<file path="src/rtl/shifter_pipe.sv">
// Pipelined barrel shifter (pass/LSL/LSR/ASR/ROR/RRX) with a valid/ready handshake.
// Define SHIFTER_CARRY_EN to enable carry_in/carry_out and true RRX; otherwise op 101 is ROR #1.
module shifter_pipe #(
   parameter int W      = 32,
   parameter int STAGES = 2
) (
   input  logic         clk,
   input  logic         reset,
   input  logic         in_valid,
   output logic         in_ready,
   input  logic [2:0]   op,
   input  logic [W-1:0] a,
   input  logic [7:0]   amt,
   input  logic         carry_in,
   output logic         out_valid,
   input  logic         out_ready,
   output logic [W-1:0] out_data,
   output logic         carry_out
);

   localparam int LOG = $clog2(W);
   localparam logic [W-1:0] ONES = '1;
   localparam logic [7:0]   W8   = 8'(W);

   typedef logic [LOG-1:0] rot_t;

   typedef enum logic [2:0] {
      OP_PASS = 3'b000,
      OP_LSL  = 3'b001,
      OP_LSR  = 3'b010,
      OP_ASR  = 3'b011,
      OP_ROR  = 3'b100,
      OP_RRX  = 3'b101
   } op_e;

   // Every shift is a right rotate followed by overwriting the masked bits with the fill bit.
   typedef struct packed {
      logic [W-1:0] data;
      logic [W-1:0] mask;
      rot_t         rot;
      logic         fill;
      logic         carry;
   } stage_t;

   rot_t   amt_lo;
   rot_t   dn_idx;
   rot_t   neg_idx;
   logic   amt_zero;
   logic   amt_ge_w;
   logic   amt_eq_w;
   stage_t entry;

   stage_t            st    [STAGES];
   stage_t            src   [STAGES];
   stage_t            nxt   [STAGES];
   logic [STAGES-1:0] st_valid;

   assign amt_lo   = amt[LOG-1:0];
   assign dn_idx   = amt_lo - rot_t'(1);
   assign neg_idx  = rot_t'(0) - amt_lo;
   assign amt_zero = (amt == 8'd0);
   assign amt_ge_w = (amt >= W8);
   assign amt_eq_w = (amt == W8);

   // NOTE: every variable written in always_comb gets a default first, so no path can infer a latch.
   always_comb begin
      entry       = '0;
      entry.data  = a;
      entry.carry = carry_in;
      case (op)
         OP_LSL: begin
            if (amt_ge_w) begin
               entry.mask  = ONES;
               entry.carry = amt_eq_w ? a[0] : 1'b0;
            end else if (!amt_zero) begin
               entry.rot   = neg_idx;
               entry.mask  = ~(ONES << amt_lo);
               entry.carry = a[neg_idx];
            end
         end
         OP_LSR, OP_ASR: begin
            entry.fill = (op == OP_ASR) ? a[W-1] : 1'b0;
            if (amt_ge_w) begin
               entry.mask  = ONES;
               entry.carry = ((op == OP_ASR) || amt_eq_w) ? a[W-1] : 1'b0;
            end else if (!amt_zero) begin
               entry.rot   = amt_lo;
               entry.mask  = ~(ONES >> amt_lo);
               entry.carry = a[dn_idx];
            end
         end
         OP_ROR: begin
            if (!amt_zero) begin
               entry.rot   = amt_lo;
               entry.carry = a[dn_idx];
            end
         end
         OP_RRX: begin
            entry.rot = rot_t'(1);
`ifdef SHIFTER_CARRY_EN
            entry.mask  = {1'b1, {(W-1){1'b0}}};
            entry.fill  = carry_in;
            entry.carry = a[0];
`endif
         end
         default: begin
         end
      endcase
   end

   // Rotate level k lives in register stage (k*STAGES)/LOG; the mask is applied before the last register.
   always_comb begin
      src[0] = entry;
      for (int s = 1; s < STAGES; s++) begin
         src[s] = st[s-1];
      end
      for (int s = 0; s < STAGES; s++) begin
         nxt[s] = src[s];
         for (int k = 0; k < LOG; k++) begin
            if (((k * STAGES) / LOG == s) && src[s].rot[k]) begin
               nxt[s].data = (nxt[s].data >> (1 << k)) | (nxt[s].data << (W - (1 << k)));
            end
         end
      end
      nxt[STAGES-1].data = (nxt[STAGES-1].data & ~src[STAGES-1].mask)
                         | ({W{src[STAGES-1].fill}} & src[STAGES-1].mask);
   end

   assign out_valid = st_valid[STAGES-1];
   assign in_ready  = !out_valid || out_ready;

   // NOTE: sequential state uses non-blocking assignments so all stages update from pre-edge values.
   always_ff @(posedge clk) begin
      if (reset) begin
         st_valid <= '0;
         for (int s = 0; s < STAGES; s++) begin
            st[s] <= '0;
         end
      end else if (in_ready) begin
         st_valid[0] <= in_valid;
         for (int s = 1; s < STAGES; s++) begin
            st_valid[s] <= st_valid[s-1];
         end
         for (int s = 0; s < STAGES; s++) begin
            st[s] <= nxt[s];
         end
      end
   end

   assign out_data = st[STAGES-1].data;

   logic [W+LOG:0] unused_tail;
   assign unused_tail = {st[STAGES-1].mask, st[STAGES-1].rot, st[STAGES-1].fill};

`ifdef SHIFTER_CARRY_EN
   assign carry_out = st[STAGES-1].carry;
`else
   logic unused_carry;
   assign unused_carry = st[STAGES-1].carry;
   assign carry_out    = 1'b0;
`endif

endmodule
</file>
<file path="config.mk">
export PLATFORM = sky130hd
export DESIGN_NAME = shifter_pipe
export DESIGN_NICKNAME = d
export VERILOG_FILES = /design/src/rtl/shifter_pipe.sv
export SDC_FILE = /design/constraint.sdc
export NUM_CORES = 1
export LEC_CHECK = 0
export ABC_AREA = 1
export ABC_CLOCK_PERIOD_IN_PS = 3000
export CAP_MARGIN = 20
export CORE_MARGIN = 2
export CORE_UTILIZATION = 30
export CTS_BUF_LIST = sky130_fd_sc_hd__clkbuf_4 sky130_fd_sc_hd__clkbuf_8
export DETAILED_ROUTE_END_ITERATION = 8
export PLACE_DENSITY_LB_ADDON = 0.1
export SYNTH_ARGS = -nofsm -noshare
export SYNTH_HDL_FRONTEND = slang
export SYNTH_SLANG_ARGS = --single-unit
</file>
<file path="constraint.sdc">
create_clock -name clk -period 3 [get_ports clk]
set_clock_uncertainty 0.15 [all_clocks]
set_input_delay 0.3 -clock clk [delete_from_list [all_inputs] [get_ports clk]]
set_output_delay 0.3 -clock clk [all_outputs]
set_load 0.005 [all_outputs]
</file>
==> impl_results.md <==
- Critical path peak fanout: 32
- DR vias: 5914
- Via/cell ratio: 4.87
- Worst Slack Setup Final: 615 ps
- Placer Congestion: 0.883
- WL met2: 8790 um
- Vias in the first global route: 5567
- Synth async-reset ratio: 0%
- Largest net degree at the start of global routing: 65
- # H-tree levels: 3
- Final setup TNS: 0 ps
- Final setup vio count: 0
- Flop2flop setup slack: 1020 ps
- Met1 Wirelength: 9770 um
- Post-route minimum period: 2390 ps
- Number of flops mapped to enable cells by yosys: 99
- Die span in y: 158 um
- Clk root buf: clkbuf_8
- Final Hold Fails: 0
- Leakage: 0.00350 uW
- Number of distinct library cells after synthesis: 40
- IO Count: 83
- Area growth syn-to-layout: 18.5%
- Cells after synthesis: 830
- Rel. slew slack: 55.2%
- Synth warnings: 0
- Worst setup SP type: input pin
- Initial antenna violation count: 0
- Initial Util: 30.5%
- CTS resizes: 0
- Syn avg cell area: 8.60 um2
- Routed wl met3: 820 um
- Worst path arrival time: 2460 ps
- Hold WC Path Type: reg -> reg
- Post-CTS setup buffer count: 0
- CTS tree: yes
- Period Utilization, post-route: 79.5%
- Avg WL per Cell: 16.2 um
- Drt pass-1 iters: 5
- Final Net Count: 942
- Fin util: 36.1%
- Cts hold-fix bufs: 0
- Most common cell after layout, fill and taps aside: nand2_1
- Max-cap violation count: 0
- Core Area: 0.0234 mm2
- Iteration-0 DRC Markers: 531
- CTS clk-pin slew, worst paths: 100 ps
- GR Overflow Total: 0
- DPL Wire Length: 14800 um
- CTS buffer count: 9
- Uppermost layer routed: met4
- Power Density: 418 mW/mm2
- Clk buf depth: 2
- Worst EP required: 3070 ps
- Port bufs: 80
- F_max: 419 MHz
- Crit end category: flop
- Share of layout cells above drive strength 1: 18.3%
- Post-synthesis cell area: 0.00713 mm2
- Crit Path Class: in -> reg
- Max Slew Vio Count: 0
- Most frequent cells in the layout: 158 x nand2_1, 99 x edfxtp_1, 82 x nor2_1
- Sink Count: 101
- Post-route ant nets: 0
- VDD IR max: 0.183 mV
- Drt total wl: 19700 um
- Status: completed
- RSZ-0062 raised after global routing: false
- Post-synthesis register bit count: 101
- Die width: 158 um
- Worst slew pin tran: 672 ps
- All-Layer GR Usage: 16.4%
- Residual DRC count: 0
- Cell Rows: 56
- First-pass GRT wire length: 31200 um
- Ys flop type: edfxtp_1
- Clk_lat worst skew: 400 ps
- # diodes: 0
- Net count after synthesis: 882
- Sequential area share after synthesis: 42.2%
- Area of the die: 0.0250 mm2
- DP Worst Slack: 211 ps
## per-layer routing
layer,vias up,track usage (%)
met5,-,0
met4,0,4.55
met3,24,2.03
met2,153,25.1
met1,2775,24.3
li1,2962,-
## worst paths after layout
| check | start | endpoint | cells after the start |
|---|---|---|---|
| setup / recovery | op[0] | st[0][61]$_SDFFCE_PN0P_ | 11 |
| hold / removal | st_valid[0]$_SDFFE_PP0P_ | st_valid[1]$_SDFFE_PP0P_ | 2 |
| setup reg to reg | st[0][5]$_SDFFCE_PN0P_ | st[0][119]$_SDFFCE_PN0P_ | 5 |
| hold reg to reg | st_valid[0]$_SDFFE_PP0P_ | st_valid[1]$_SDFFE_PP0P_ | 2 |
## stage by stage
step                      instance area (um2)  instances  power (uW)  hold WS [ps]
after global routing                     8450       1214        3720           370
after floorplan                          7130        830        2330           219
after global placement                   8260       1198        2690           302
after CTS                                8450       1214        3560           324
after detailed placement                 8260       1198        2700           313
final                                    8450       1214        3530           330
## critical path: stages
cell             delay, ps
clkdlybuf4s50_1        550
inv_1                  100
a21oi_1                320
nand2_1                160
nand2_4                150
nand2_8                230
nand2_2                140
nand3_1                 90
nand3_1                100
nand2_1                 60
nor2_1                 210
## report_power, final
group          total (uW)  switching, uW  internal [uW]
clock                 871            492            380
combinational         879            508            371
sequential           1780           67.9           1710
total                3530           1070           2460
## cells in the mapped netlist (2+ instances only)
| master | instances | area (um2) |
|---|---|---|
| o32ai_1 | 3 | 26.3 |
| nand2_2 | 24 | 150 |
| mux2i_1 | 22 | 220 |
| buf_4 | 8 | 60.1 |
| nand4_1 | 2 | 12.5 |
| a211oi_1 | 18 | 135 |
| nor2_2 | 4 | 25.0 |
| nand3_2 | 71 | 711 |
| nor3_1 | 5 | 25.0 |
| buf_6 | 8 | 90.1 |
| a21oi_1 | 47 | 235 |
| nor2_1 | 82 | 308 |
| o22ai_1 | 25 | 156 |
| nand2_1 | 158 | 593 |
| nand3b_1 | 5 | 37.5 |
| edfxtp_1 | 99 | 2970 |
| nand3_1 | 64 | 320 |
| o21ai_0 | 31 | 155 |
| inv_1 | 72 | 270 |
| nand2_4 | 14 | 158 |
| a31oi_1 | 2 | 12.5 |
| inv_2 | 6 | 22.5 |
| nor2_4 | 2 | 22.5 |
| clkbuf_1 | 21 | 78.8 |
| buf_1 | 6 | 22.5 |
| buf_2 | 8 | 40.0 |
| or2_2 | 3 | 18.8 |
| a221o_1 | 2 | 20.0 |
| o31ai_1 | 3 | 22.5 |
| ha_1 | 4 | 50.1 |
| dfxtp_1 | 2 | 40.0 |
## registers in the layout (all words and copies together) (netlist names)
register	cells
st	99
st_valid	2
## final cells by class
cell class / instances / area (um2)
well taps: 319 / 399
fillers: 2498 / 14900
clock inverters: 7 / 66.3
inverters: 79 / 302
flip-flops and latches: 101 / 3010
clock buffers: 9 / 124
repair buffers: 102 / 1050
multi-input cells: 597 / 3500
## cells by family after synthesis
family / synth area share, %
simple gates: 33.9
fa+ha+maj: 0.702
other cells: 0.0526
flops: 42.2
buf+inv: 8.80
compound gates: 11.2
mux: 3.09
Power figures use the tool's default switching activity.
==> variant: new RTL, same flow settings <==
Add a define of `SHIFTER_CARRY_EN`.
--- a/src/rtl/shifter_pipe.sv
+++ b/src/rtl/shifter_pipe.sv
@@ -1,5 +1,7 @@
 // Pipelined barrel shifter (pass/LSL/LSR/ASR/ROR/RRX) with a valid/ready handshake.
 // Define SHIFTER_CARRY_EN to enable carry_in/carry_out and true RRX; otherwise op 101 is ROR #1.
+`define SHIFTER_CARRY_EN
+
 module shifter_pipe #(
    parameter int W      = 32,
    parameter int STAGES = 2
Check against the original RTL: not equivalent (Yosys sat finds a counterexample within 4 cycles, from zero or initial values and one cycle with reset high).
==> variant against the original RTL <==
Combinational power increased by 11%. Die area increased by 2.1%. Sequential cell count increased by 2. Worst setup slack got worse by 0.042 ns. Design area increased by 4.1%. Synthesized area increased by 2.1%. First-iteration DRC count increased by 31%. Critical path depth decreased by 2. Routed wire length increased by 16%. Total power increased by 4.7%. Critical path type unchanged. Largest cell class unchanged. Highest routed layer unchanged.
==> variant: results (changes against the original RTL) <==
Status -> finished clean (unchanged)
Number of global-route vias before repair -> 6473 (was 5567)
Final Net Count -> 1120 (was 942)
Switching Share -> 32.8% (was 30.2%)
Clk power -> 917 uW (was 871 uW)
First-pass GRT wire length -> 36400 um (was 31200 um)
Min Hold Slack -> 0.319 ns (was 0.330 ns)
I/O Buffers -> 82 (was 80)
EDFF count, synth -> 101 (was 99)
Fillers -> 2631 (was 2498)
Reg2Reg Setup Slack -> 0.95 ns (was 1.02 ns)
Most frequent cells after synthesis -> nand2_1 (206), nand3_1 (149), nor2_1 (124) (was nand2_1 (158), edfxtp_1 (99), nor2_1 (82))
Share of cells above drive strength 1 -> 7.83% (was 18.3%)
CP Max Fanout -> 12 (was 32)
Post-DP HPWL -> 17700 um (was 14800 um)
Design Area, Final -> 8800 sq um (was 8450 sq um)
Reg-to-reg critical path endpoint -> st[0][130] (was st[0][119])
Maximum vdd ir drop -> 0.187 mV (was 0.183 mV)
Leak Pwr -> 3.76 nW (was 3.50 nW)
Post-synthesis sequential area ratio -> 42.2% (about the same)
Vias -> 6992 (was 5914)
Num CTS Buffers -> 9 (unchanged)
Top flop regs -> st: 101 flops, st_valid: 2 flops (was st: 99 flops, st_valid: 2 flops)
Dpl cells -> 1381 (was 1198)
Worst reg2reg startpoint -> st[0][6] (was st[0][5])
Placer Congestion -> 0.872 (was 0.883)
DRT Wirelength -> 22800 um (was 19700 um)
Top post-synthesis cells by area -> edfxtp_1 (42%), nand2_1 (11%), nand3_1 (10%), nor2_1 (6.4%), inv_1 (5.2%) (was edfxtp_1 (42%), nand3_2 (10%), nand2_1 (8.3%), nand3_1 (4.5%), nor2_1 (4.3%))
DR iter-0 viols -> 694 (was 531)
Comb power frac -> 26.3% (was 24.9%)
DP Worst Slack -> 0.204 ns (was 0.211 ns)
Router iterations before antenna repair -> 6 (was 5)
Cell area power density -> 420 nW/um^2 (was 418 nW/um^2)
Global Route Usage Sum -> 18.2% (was 16.4%)
Post-Place Cell Area -> 8590 sq um (was 8260 sq um)
Vias per cell -> 5.01 (was 4.87)
Critical Path AT -> 2.43 ns (was 2.46 ns)
Largest net degree at the start of global routing -> 48 (was 65)
-- variant: worst max path at each step --
| stage | from | to | slack (ns) | depth (start not counted) |
|---|---|---|---|---|
| after floorplan | amt[0] | st[0][41] | 0.29 | 12 |
| after global placement | amt[2] | st[0][40] | 0.19 | 9 |
| after detailed placement | amt[0] | st[0][62] | 0.20 | 13 |
| after CTS | amt[2] | st[0][68] | 0.63 | 10 |
| after global routing | amt[0] | st[0][58] | 0.35 | 13 |
| final | amt[6] | st[0][23] | 0.57 | 9 |
-- variant: final cells by class --
class | instances | share of cell area [%]
multi-input combinational | 724 | 39.9
sequential | 103 | 34.9
timing repair buffer | 119 | 13.5
inverter | 111 | 4.74
tap | 324 | 4.61
clock buffer | 9 | 1.41
clock inverter | 7 | 0.925
-- variant: logic make-up (layout without fill, tap and decap cells) --
family / after synthesis / count (layout) / share of synthesized area (%)
compound gates: 207 / 207 / 16.1
fa+ha+maj: 4 / 4 / 0.687
buf+inv: 172 / 246 / 9.72
flops: 103 / 103 / 42.2
mux: 13 / 13 / 1.79
simple gates: 500 / 500 / 29.5
-- variant: layer usage --
metal	share of wire, %	wire length (um)	GRT usage [%]	vias to the layer above
met3	4.4	1010	1.79	24
met1	49	11300	27.1	3240
met5	0	0	0	-
met2	44	10100	27.8	210
li1	-	-	-	3518
met4	2.1	469	5.69	0
-- variant: worst max-delay path, cell delays in order --
cell and delay, ns:
clkdlybuf4s50_1 0.47, inv_2 0.04, nand2_1 0.09, nor2_4 0.07, inv_2 0.14, nor2_2 0.09, nor2_1 0.59, inv_1 0.21
a21oi_1 0.42
